### config.mk
export PLATFORM = sky130hd
export DESIGN_NAME = pht_update_ctrl
export DESIGN_NICKNAME = d
export VERILOG_FILES = /design/src/rtl/pht_update_ctrl.sv
export SDC_FILE = /design/constraint.sdc
export NUM_CORES = 1
export LEC_CHECK = 0
export BUFFER_PORTS_ARGS = -buffer_cell sky130_fd_sc_hd__buf_4
export CORE_ASPECT_RATIO = 0.9
export CORE_MARGIN = 4
export CORE_UTILIZATION = 65
export CTS_CLUSTER_SIZE = 25
export DETAILED_ROUTE_END_ITERATION = 10
export PLACE_DENSITY = 0.84
export SLEW_MARGIN = 40
export SYNTH_ARGS = -nofsm -noshare
export SYNTH_HDL_FRONTEND = slang
export SYNTH_SLANG_ARGS = --single-unit
### constraint.sdc
create_clock -name clk -period 5.75 [get_ports clk]
set_input_delay 1.15 -clock clk [delete_from_list [all_inputs] [get_ports clk]]
set_output_delay 1.15 -clock clk [all_outputs]
set_load 0.01 [all_outputs]
### src/rtl/pht_update_ctrl.sv
// pht_update_ctrl: 2-bit PHT with an in-order in-flight queue.
// Define PHT_BYPASS_EN to forward same-cycle training to lookups.
module pht_update_ctrl #(
  parameter int INDEX_W = 4,
  parameter int DEPTH   = 4
) (
  input  logic               clk,
  input  logic               rst_n,
  input  logic               pred_req,
  input  logic [INDEX_W-1:0] pred_idx,
  output logic               pred_ready,
  output logic               pred_valid,
  output logic               pred_taken,
  input  logic               resolve_valid,
  input  logic               resolve_taken,
  input  logic               flush,
  output logic               mispredict,
  output logic               resolve_err
);

  localparam int ENTRIES = 1 << INDEX_W;
  localparam int PW = $clog2(DEPTH);
  localparam int CW = PW + 1;

  logic [1:0]         cnt_q [ENTRIES];
  logic [INDEX_W-1:0] qidx_q [DEPTH];
  logic [DEPTH-1:0]   qpred_q;

  logic [PW-1:0] wr_q, wr_d;
  logic [PW-1:0] rd_q, rd_d;
  logic [CW-1:0] occ_q, occ_d;

  logic pred_valid_q, pred_taken_q;
  logic misp_q, err_q;

  logic               full, empty;
  logic               accept, pop;
  logic [INDEX_W-1:0] head_idx;
  logic               head_pred;
  logic [1:0]         head_cnt;
  logic [1:0]         train_val;
  logic               pred_bit;

  assign full       = (occ_q == CW'(DEPTH));
  assign empty      = (occ_q == '0);
  assign pred_ready = !full && !flush;
  assign accept     = pred_req && pred_ready;
  assign pop        = resolve_valid && !empty;

  assign head_idx  = qidx_q[rd_q];
  assign head_pred = qpred_q[rd_q];
  assign head_cnt  = cnt_q[head_idx];

  // Saturating update of the head entry's counter.
  always_comb begin
    train_val = head_cnt;
    unique case (1'b1)
      resolve_taken && (head_cnt != 2'b11):
        train_val = head_cnt + 2'd1;
      !resolve_taken && (head_cnt != 2'b00):
        train_val = head_cnt - 2'd1;
      default: train_val = head_cnt;
    endcase
  end

  // Direction for the incoming request.
  always_comb begin
`ifdef PHT_BYPASS_EN
    if (pop && (head_idx == pred_idx))
      pred_bit = train_val[1];
    else
      pred_bit = cnt_q[pred_idx][1];
`else
    pred_bit = cnt_q[pred_idx][1];
`endif
  end

  // Queue pointers; flush empties after the same-cycle pop.
  always_comb begin
    wr_d  = wr_q;
    rd_d  = rd_q;
    occ_d = occ_q + CW'(accept) - CW'(pop);
    if (accept) wr_d = wr_q + PW'(1);
    if (pop)    rd_d = rd_q + PW'(1);
    if (flush) begin
      rd_d  = wr_q;
      occ_d = '0;
    end
  end

  // Pointer and occupancy state.
  always_ff @(posedge clk or negedge rst_n) begin
    if (!rst_n) begin
      wr_q  <= '0;
      rd_q  <= '0;
      occ_q <= '0;
    end else begin
      wr_q  <= wr_d;
      rd_q  <= rd_d;
      occ_q <= occ_d;
    end
  end

  // Counter table: reset to weakly not-taken, train on pop.
  always_ff @(posedge clk or negedge rst_n) begin
    if (!rst_n) begin
      for (int i = 0; i < ENTRIES; i++)
        cnt_q[i] <= 2'b01;
    end else if (pop) begin
      cnt_q[head_idx] <= train_val;
    end
  end

  // Queue payload written on accept.
  always_ff @(posedge clk or negedge rst_n) begin
    if (!rst_n) begin
      for (int i = 0; i < DEPTH; i++)
        qidx_q[i] <= '0;
      qpred_q <= '0;
    end else if (accept) begin
      qidx_q[wr_q]  <= pred_idx;
      qpred_q[wr_q] <= pred_bit;
    end
  end

  // Registered response and status outputs.
  always_ff @(posedge clk or negedge rst_n) begin
    if (!rst_n) begin
      pred_valid_q <= 1'b0;
      pred_taken_q <= 1'b0;
      misp_q       <= 1'b0;
      err_q        <= 1'b0;
    end else begin
      pred_valid_q <= accept;
      pred_taken_q <= accept && pred_bit;
      misp_q       <= pop && (resolve_taken ^ head_pred);
      err_q        <= err_q || (resolve_valid && empty);
    end
  end

  assign pred_valid  = pred_valid_q;
  assign pred_taken  = pred_taken_q;
  assign mispredict  = misp_q;
  assign resolve_err = err_q;

endmodule

; Word level (Yosys, flattened, before mapping)
; Index checks and enable logic that the tools add are counted.
; W data, S select, Z words.
[totals]
regBits = 63
input_bits = 10
output_inout_bits = 5
elab_cells = 93
[classes]
n_addsub = 6
magnitude_cmp = 9
eq_ne = 2
n_mux = 24
bitwise = 5
reduce_logical = 19
[ops]
columns = cell, count
row1 = $bwmux W32, 1
row2 = $bmux W2 S4, 2
row3 = $bwmux W16, 1
row4 = $mux W2, 7
row5 = $mux W4, 3
row6 = $logic_and A1 B1 Y1, 11
row7 = $ge A5 B5 Y1 const B, 2
row8 = $not A4 Y5, 2
row9 = $bmux W4 S2, 1
row10 = $demux W2 S4, 1
row11 = $demux W4 S2, 1
row12 = $add A2 B1 Y2 const B, 3
row13 = $ge A3 B3 Y1 const B, 2
row14 = $lt A2 B3 Y1 const B, 2
row15 = $not A2 Y3, 2
row16 = $lt A5 B1 Y1 const B, 1
row17 = $bwmux W4, 1
row18 = $logic_not A1 Y1, 4
row19 = $pmux W2 S2, 1
row20 = $reduce_bool A2 Y1, 2
row21 = $add A3 B1 Y3, 1
row22 = $eq A3 B3 Y1 const B, 1
row23 = $logic_not A3 Y1, 1
row24 = $lt A3 B1 Y1 const B, 1
row25 = other kinds (10), 11

; Logic depth before layout (Yosys ltp)
; Gate-level depths: netlist of the first run.
[logic_depth]
ltp_word = 12
ltp_mapped = 12
ltp_nobuf = 11

; Least setup slack after synthesis of the first run
; Ideal clock, no wire load.
[synth_path]
path_type = input to register
start = input flush
end = register occ_q[2]
setup_time_ns = 0.119
arrival_time_ns = 2.935
t_required_ns = 5.631
path_slack_ns = 2.696
path_stages = 11
path_buffers = 1
cell_sequence = a21oi_1 and2_1 clkbuf_1 inv_1 ha_1 inv_1 ha_1 inv_1 fa_1 xnor2_1 nor2_1
[synth_between]
elab_chain_cells = 6
[synth_rtl]
columns = element, line
row1 = "start, declared", 16  ; input logic flush,
row2 = $logic_not A1 Y1, 46  ; assign pred_ready = !full && !flush;
row3 = $logic_and A1 B1 Y1, 46
row4 = $logic_and A1 B1 Y1, 47  ; assign accept = pred_req && pred_ready;
row5 = via accept, 37  ; logic accept, pop;
row6 = $add A3 B1 Y3, 82  ; occ_d = occ_q + CW'(accept) - CW'(pop);
row7 = $sub A3 B1 Y3, 82
row8 = $mux W3, 85  ; if (flush) begin
row9 = via occ_d[2], 31  ; logic [CW-1:0] occ_q, occ_d;
row10 = "end signal, assigned", 96  ; occ_q <= '0;
row11 = "end signal, assigned", 100  ; occ_q <= occ_d;
row12 = "end, declared", 31
; The timed path passes the listed nets, and every way through them passes these cells.
; A chain may end at the register's enable or synchronous reset.

; Worst setup path after layout of the first run
[layout_path]
start = register rd_q[0]
end = register cnt_q[17] (netlist bit)
[layout_between]
elab_chain_cells = 12
word_cells_on_any_way = 21
classes_between = 2 x add/sub / 2 x order compare / 1 x eq/ne / 10 x mux / 2 x bitwise / 4 x reduce/logical
[layout_rtl]
columns = element, line
row1 = "start, declared", 30  ; logic [PW-1:0] rd_q, rd_d;
row2 = "start signal, assigned", 99  ; rd_q <= rd_d;
row3 = $not A2 Y3 (implied by the code) (*), 50  ; assign head_idx = qidx_q[rd_q];
row4 = $bmux W4 S2 (*), 50
row5 = $mux W4 (implied by the code) (*) (2 in a row), 50
row6 = $not A4 Y5 (implied by the code) (*), "52, 110"
row7 = "parallel branches: the longest is 6 deep, another holds $sub A2 B1 Y2", n/a
row8 = $bwmux W32 (*), 110  ; cnt_q[head_idx] <= train_val;
row9 = "end signal, assigned by index", 110
row10 = "end, declared", 25  ; logic [1:0] cnt_q [ENTRIES];
; Mark *: on every way between the ends. The select of a mux whose other input is x is not followed.

==> results.yml, run 1 <==
yosys:
  synth_seq_area_share_pct: 50.3
  synthMuxAreaShare_pct: 30.9
  synth_nets: 254
  synth_top_family_by_area: "multiplexers"
  synthAdderAreaFrac_pct: 4.37
  syn_area_sq_mm: 0.00318
  synth_cells: 237
  synth_seq_cells: 63
  synth_area_per_cell_sq_um: 13.4
  synthSimpleGateAreaFrac_pct: 7.84
  synth_xor_area_share_pct: 1.65
  yosys_warnings: 0
  synth_compound_area_share_pct: 2.64
  yosys.cell_types.count: 33
setup_path:
  critPathCapture: "cnt_q[17]"
  r2r-start: "rd_q[0]"
  worst-path-max-fanout: 20
  path_class: "reg -> reg"
  cp.depth: 6
  critical-path-max-stage-delay_ps: 850
  endpoint_kind: "flip-flop"
  cp-start-kind: "flip-flop"
  cp_slowest_cell: "mux4_2"
  startpoint: "rd_q[0]"
  rrSetupSlack_ps: 2790
  arrival_ps: 3180
  regToRegEndpoint: "cnt_q[17]"
  crit_required_ps: 5970
  path_buf_inv: 0
  reg2reg_depth: 6
  critPathTopFamily: "multiplexers"
  crit_chain: "mux4_2 -> mux2_4 -> o22a_1 -> and2_1 -> maj3_2 -> mux2_2"
timing:
  fin_skew_ps: 6.54
  final-hold-violation-count: 0
  worst_slew_pin_slew_ps: 766
  period_minus_slack_ps: 2960
  slew_headroom_pct: 49.0
  setup_viol_count_final: 0
  slew_violations: 0
  setup_tns_ps: 0
  grt_setup_unrepaired: "false"
  period_share_pct: 51.5
  max_freq_mhz: 338
die:
  die-area_sq_mm: 0.00607
  num_rows: 23
  die_x_microns: 81.7
  initial_core_util_pct: 69.4
  fp.dieH_microns: 74.3
  core_area_sq_mm: 0.00458
  ios: 15
final_layout:
  syn_to_final_growth_pct: 10.1
  nNetsFinal: 271
  num_antenna_cells: 0
  drive_above_1_share_pct: 43.6
  utilization_pct: 76.4
clock_network:
  root_buffer: "clkbuf_8"
  clk_latency_ps: 340
  clk_path_buf_depth: 2
  cts_hold_buf: 0
  cts_tree: "built"
  clkTransAtPathRegs_ps: 60
  cts_setup_buffers: 0
  postCtsResizedCells: 0
  numClockSinks: 63
  numCtsBuffers: 9
  htreeDepth: 3
drt:
  wire_per_inst_microns: 18.6
  dr.pass1.iters: 4
  ant_nets: 0
  vias_per_cell: 6.05
  drc_errors: 0
  drt-initial-drc-count: 125
  drt_wl_total_microns: 5960
  num_vias: 1941
worst_hold_path:
  hold_path.class: "reg -> reg"
global_route:
  grt_max_degree: 64
  track_usage_pct: 22.7
  grt_pass1_wl_microns: 9790
  antenna_found_initial: 0
  use_met1_pct: 29.9
  grt_pass1_vias: 1972
  met2_usage_pct: 34.8
  busiest_layer: "met2"
  use_met3_pct: 8.35
  grt_overflow: 0
pwr:
  combPwrFrac_pct: 44.9
  power_density_mw_per_mm2: 602
  max-vdd-ir-drop_mv: 0.357
  seqPwrFrac_pct: 37.5
  leakage_nw: 1.58
  swShare_pct: 36.6
  p_switching_uw: 770
  clockPowerShare_pct: 17.5
  p_int_mw: 1.33
run_status:
  status: "completed"
placement:
  io_buffers: 14
  gp_congestion: 0.780
  dp_hpwl_microns: 4180
run:
  maxCapViolations: 0
## cells by family (layout without fill, tap and decap cells)
logic type / Yosys count / count (layout)
simple gates: 52 / 52
mux: 78 / 78
fa+ha+maj: 11 / 11
xor+xnor: 6 / 6
flops: 63 / 63
compound gates: 13 / 13
buf+inv: 14 / 36
## sequential cells by signal (all words and copies together) (netlist names)
signal / count
cnt_q: 32
mispredict: 1
occ_q: 3
pred_taken: 1
pred_valid: 1
qidx_q: 16
qpred_q: 4
rd_q: 2
resolve_err: 1
wr_q: 2
## cell usage in the layout (no fill, tap or decap), drive strengths merged, types with 4 or more instances in the layout
master   n
xnor2    4
nand2   22
dfstp   16
o22ai    5
mux2    56
inv      6
nor2b    4
mux4    10
clkbuf  12
ha       6
maj3     4
buf     14
and3     6
nor2     8
dfrtp   47
mux2i   12
## power groups by stage
| stage | clock network [mW] | logic, mW | registers, mW |
|---|---|---|---|
| floorplan | 0 | 0.803 | 0.737 |
| detailed placement | 0 | 0.940 | 0.792 |
| CTS | 0.376 | 0.946 | 0.787 |
| finish | 0.369 | 0.945 | 0.790 |
| global route | 0.393 | 1.04 | 0.813 |
| global placement | 0 | 0.914 | 0.779 |
## cell usage after synthesis
master,number,area [sq um]
or2_2,1,6.26
dfrtp_1,47,1180
a221oi_1,1,8.76
a21o_1,1,7.51
mux4_2,10,225
or2_1,2,12.5
mux2_1,1,11.3
fa_1,1,20.0
nand2b_1,3,18.8
and2_1,3,18.8
mux2_4,1,15.0
o22ai_1,5,31.3
xor2_1,2,17.5
mux2_2,54,608
mux2i_1,12,120
a21oi_1,1,5.00
buf_6,3,33.8
nor3_1,2,10.0
and3_1,6,37.5
xnor2_1,4,35.0
nand2_1,22,82.6
maj3_2,3,33.8
inv_1,6,22.5
nor2b_1,4,25.0
dfstp_2,16,420
clkbuf_1,5,18.8
nor3b_1,1,7.51
nor2_1,8,30.0
a22oi_1,1,7.51
maj3_1,1,10.0
o21ai_0,3,15.0
o22a_1,1,8.76
ha_1,6,75.1
## metal layers
metal	up-vias	routed length, microns	part of all wire [%]
li1	886	-	-
met1	991	2670	45
met2	48	2810	47
met3	16	336	5.6
met4	0	150	2.5
met5	-	0	0
## worst min path at each step
stage	cells after the start	to	start	slack, ps
2_1_floorplan	1	qidx_q[4]	qidx_q[4]	470
4_1_cts	1	resolve_err	resolve_err	470
3_3_place_gp	1	resolve_err	resolve_err	440
5_1_grt	1	resolve_err	resolve_err	500
6_report	1	resolve_err	resolve_err	460
3_5_place_dp	1	resolve_err	resolve_err	450
## per-stage QoR
step / hold WS [ps] / cell area [sq um] / setup WS [ps] / power (mW) / cells
after global routing: 502 / 3500 / 2640 / 2.25 / 321
after floorplan: 474 / 3180 / 2700 / 1.54 / 237
after detailed placement: 450 / 3310 / 2600 / 1.73 / 305
after global placement: 443 / 3310 / 2710 / 1.69 / 305
after CTS: 465 / 3500 / 2790 / 2.11 / 321
final: 463 / 3500 / 2790 / 2.10 / 321
## area by class of cell
type                            count  area (sq um)
Timing Repair Buffer               14           105
Inverter                            6          22.5
Tap cell                           62          77.6
Sequential cell                    63          1600
Fill cell                         301          1080
Clock inverter                      4          45.0
Clock buffer                       12           145
Multi-Input combinational cell    160          1500
(Power assumes the default switching activity.)
==> run 2, diff against run 1 <==
--- a/config.mk
+++ b/config.mk
@@ -5,13 +5,14 @@
 export SDC_FILE = /design/constraint.sdc
 export NUM_CORES = 1
 export LEC_CHECK = 0
+export ABC_AREA = 1
 export BUFFER_PORTS_ARGS = -buffer_cell sky130_fd_sc_hd__buf_4
 export CORE_ASPECT_RATIO = 0.9
 export CORE_MARGIN = 4
-export CORE_UTILIZATION = 65
+export CORE_UTILIZATION = 56
 export CTS_CLUSTER_SIZE = 25
 export DETAILED_ROUTE_END_ITERATION = 10
-export PLACE_DENSITY = 0.84
+export PLACE_DENSITY = 0.76
 export SLEW_MARGIN = 40
 export SYNTH_ARGS = -nofsm -noshare
 export SYNTH_HDL_FRONTEND = slang
==> constraint.sdc (replaced) <==
create_clock -name clk -period 2.61 [get_ports clk]
set_input_delay 0.522 -clock clk [delete_from_list [all_inputs] [get_ports clk]]
set_output_delay 0.522 -clock clk [all_outputs]
set_load 0.01 [all_outputs]
==> run 2 against run 1 <==
Critical path depth grew 8. Core utilization shrank 12 points. Power grew to 2.6 times the previous value. Combinational power grew to 3.2 times the previous value. Setup slack lost 2500 ps. Register-to-register slack lost 2500 ps. Clock power grew 130%. Global-route usage grew 0.65 points. Critical path type unchanged. Highest routed layer unchanged.
==> results.yml, run 2 <==
timing:
  setup_viol_count_final: 0
  fin_skew_ps: 9.83
  slew_violations: 0
  period_minus_slack_ps: 2340
  slew_headroom_pct: 58.9
  period_share_pct: 89.8
  final-hold-violation-count: 0
  worst_slew_pin_slew_ps: 614
  grt_setup_unrepaired: "false"
  holdWs_ps: 129
  max_freq_mhz: 427
  setup_tns_ps: 0
yosys:
  synth_cells: 458
  synth.area.top_cells: "dfrtp_1 33%, nand2_1 17%, dfstp_2 12%"
  synth-edff-count: 0
  yosys.cell_types.count: 36
  yosys-top-cells-count: "166 x nand2_1, 57 x inv_1, 47 x dfrtp_1, 29 x nor2_1, 27 x nand3_1"
  synth_area_per_cell_sq_um: 7.78
  yosys.area.top_type: "dfrtp_1"
  synth.most_common_cell: "nand2_1"
  synth_seq_cells: 63
  synth-async-reset-ratio_pct: 100
  synth_nets: 475
  synth_top_area_share_pct: 33.0
  synth_seq_area_share_pct: 44.8
  yosys_warnings: 0
  syn_area_sq_mm: 0.00356
  synth_ff_type: "dfrtp_1"
pwr:
  leakage_nw: 1.93
  power.total_mw: 5.56
  power_density_mw_per_mm2: 1410
  max-vdd-ir-drop_mv: 0.685
placement:
  io_buffers: 14
  placed_cells: 552
  place_area_sq_mm: 0.00373
  dp_hpwl_microns: 5730
  gp_congestion: 0.875
final_layout:
  multi_input_area_sq_mm: 0.00165
  seq_area_sq_mm: 0.00160
  fin_area_sq_mm: 0.00393
  num_antenna_cells: 0
  syn_to_final_growth_pct: 10.4
  mostFrequentLayoutCells: "166 x nand2_1, 57 x inv_1, 47 x dfrtp_1"
  top_regs: "cnt_q: 32 flops, qidx_q: 16 flops, qpred_q: 4 flops"
  drive_above_1_share_pct: 18.1
  final_cells: 567
  final_common_cell: "nand2_1"
  nNetsFinal: 493
  largest_reg_flops: 32
  largest-register: "cnt_q"
  num-fill-cells: 534
setup_path:
  cp-start-kind: "flip-flop"
  arrival_ps: 2620
  endpoint_kind: "flip-flop"
  rrSetupSlack_ps: 270
  crit_required_ps: 2890
  r2r-start: "rd_q[0]"
  regToRegEndpoint: "cnt_q[22]"
  path_class: "reg -> reg"
  worst-path-max-fanout: 26
  reg2reg_depth: 14
clock_network:
  numClockSinks: 63
  htreeDepth: 3
  root_buffer: "clkbuf_8"
  cts_tree: "built"
  cts_setup_buffers: 0
  clkTransAtPathRegs_ps: 70
  numCtsBuffers: 9
  clk_latency_ps: 350
  cts_hold_buf: 0
  clk_path_buf_depth: 2
  postCtsResizedCells: 0
drt:
  dr.pass1.iters: 5
  wire_per_inst_microns: 14.4
  ant_nets: 0
  num_vias: 3030
  vias_per_cell: 5.34
  drc_errors: 0
  drt_wl_total_microns: 8160
  drt-initial-drc-count: 251
global_route:
  grt_max_degree: 64
  track_usage_pct: 23.3
  grt_pass1_wl_microns: 14200
  grt_pass1_vias: 2951
  antenna_found_initial: 0
  grt_overflow: 0
die:
  ios: 15
  fp.dieH_microns: 83.7
  core_area_sq_mm: 0.00615
  num_rows: 27
  initial_core_util_pct: 58.0
  die-area_sq_mm: 0.00771
  die_x_microns: 92.1
worst_hold_path:
  hold_path.class: "in -> async"
run_status:
  status: "completed"
run:
  maxCapViolations: 0
run 2: cell types whose count changed after synthesis, sizes merged, moves of 20 or more:
cell / delta
nand2: +161
inv: +53
mux2: -44
nand3: +29
nor2: +23
o21ai: +20
run 2: cell families after synthesis:
group / after synthesis / share of synthesized area [%]
AOI/OAI and AO/OA: 49 / 8.32
muxes: 12 / 3.79
xor gates and xnor gates: 3 / 0.737
buffers and inverters: 71 / 8.88
adders and majority gates: 7 / 2.67
and+or+nand+nor: 253 / 30.8
DFF: 63 / 44.8
run 2: metrics by stage:
step | utilization, % | setup WS, ps
3_3_place_gp | 60.7 | 355
4_1_cts | 63.9 | 296
3_5_place_dp | 60.7 | 329
5_1_grt | 64.0 | 22.6
6_report | 64.0 | 267
2_1_floorplan | - | 242
run 2: worst max path at each step:
| stage | startpoint | endpoint | slack (ps) | cells after the start |
|---|---|---|---|---|
| after floorplan | flush | occ_q[2] | 240 | 10 |
| after global placement | occ_q[1] | occ_q[2] | 360 | 11 |
| after detailed placement | occ_q[1] | occ_q[2] | 330 | 11 |
| after CTS | occ_q[1] | occ_q[2] | 300 | 11 |
| after global routing | rd_q[0] | cnt_q[26] | 20 | 14 |
| final | rd_q[0] | cnt_q[22] | 270 | 14 |
run 2: worst max-delay path: stages, from the launching register on:
cell	delay (ps)
dfrtp_1	440
inv_2	200
nand2_1	90
nand3_2	200
nand2_4	210
nand2_1	110
nand2_1	50
nand2_1	50
nand2_1	50
nand2_1	50
nand2_1	100
nor2_4	190
nand2_2	260
nand3_1	180
nand2_1	70
run 2: power breakdown:
| part | total (mW) | switching, mW | internal [mW] |
|---|---|---|---|
| combinational | 3.03 | 2.00 | 1.03 |
| sequential | 1.68 | 0.264 | 1.42 |
| clock | 0.855 | 0.373 | 0.482 |
| total | 5.56 | 2.63 | 2.93 |
run 2: final cells by class:
type	instances	area share, %
clock buffer	11	3.85
sequential	63	40.6
clock inverter	4	1.15
inverter	59	5.63
timing repair buffer	19	4.04
multi-input combinational	324	42.0
tap	87	2.77
run 2: layer usage:
metal	global-route usage, %	vias to the layer above	part of all wire [%]
li1	-	1468	-
met1	32.7	1439	46
met2	34.8	102	44
met3	5.50	21	7.0
met4	9.18	0	2.3
met5	0	-	0
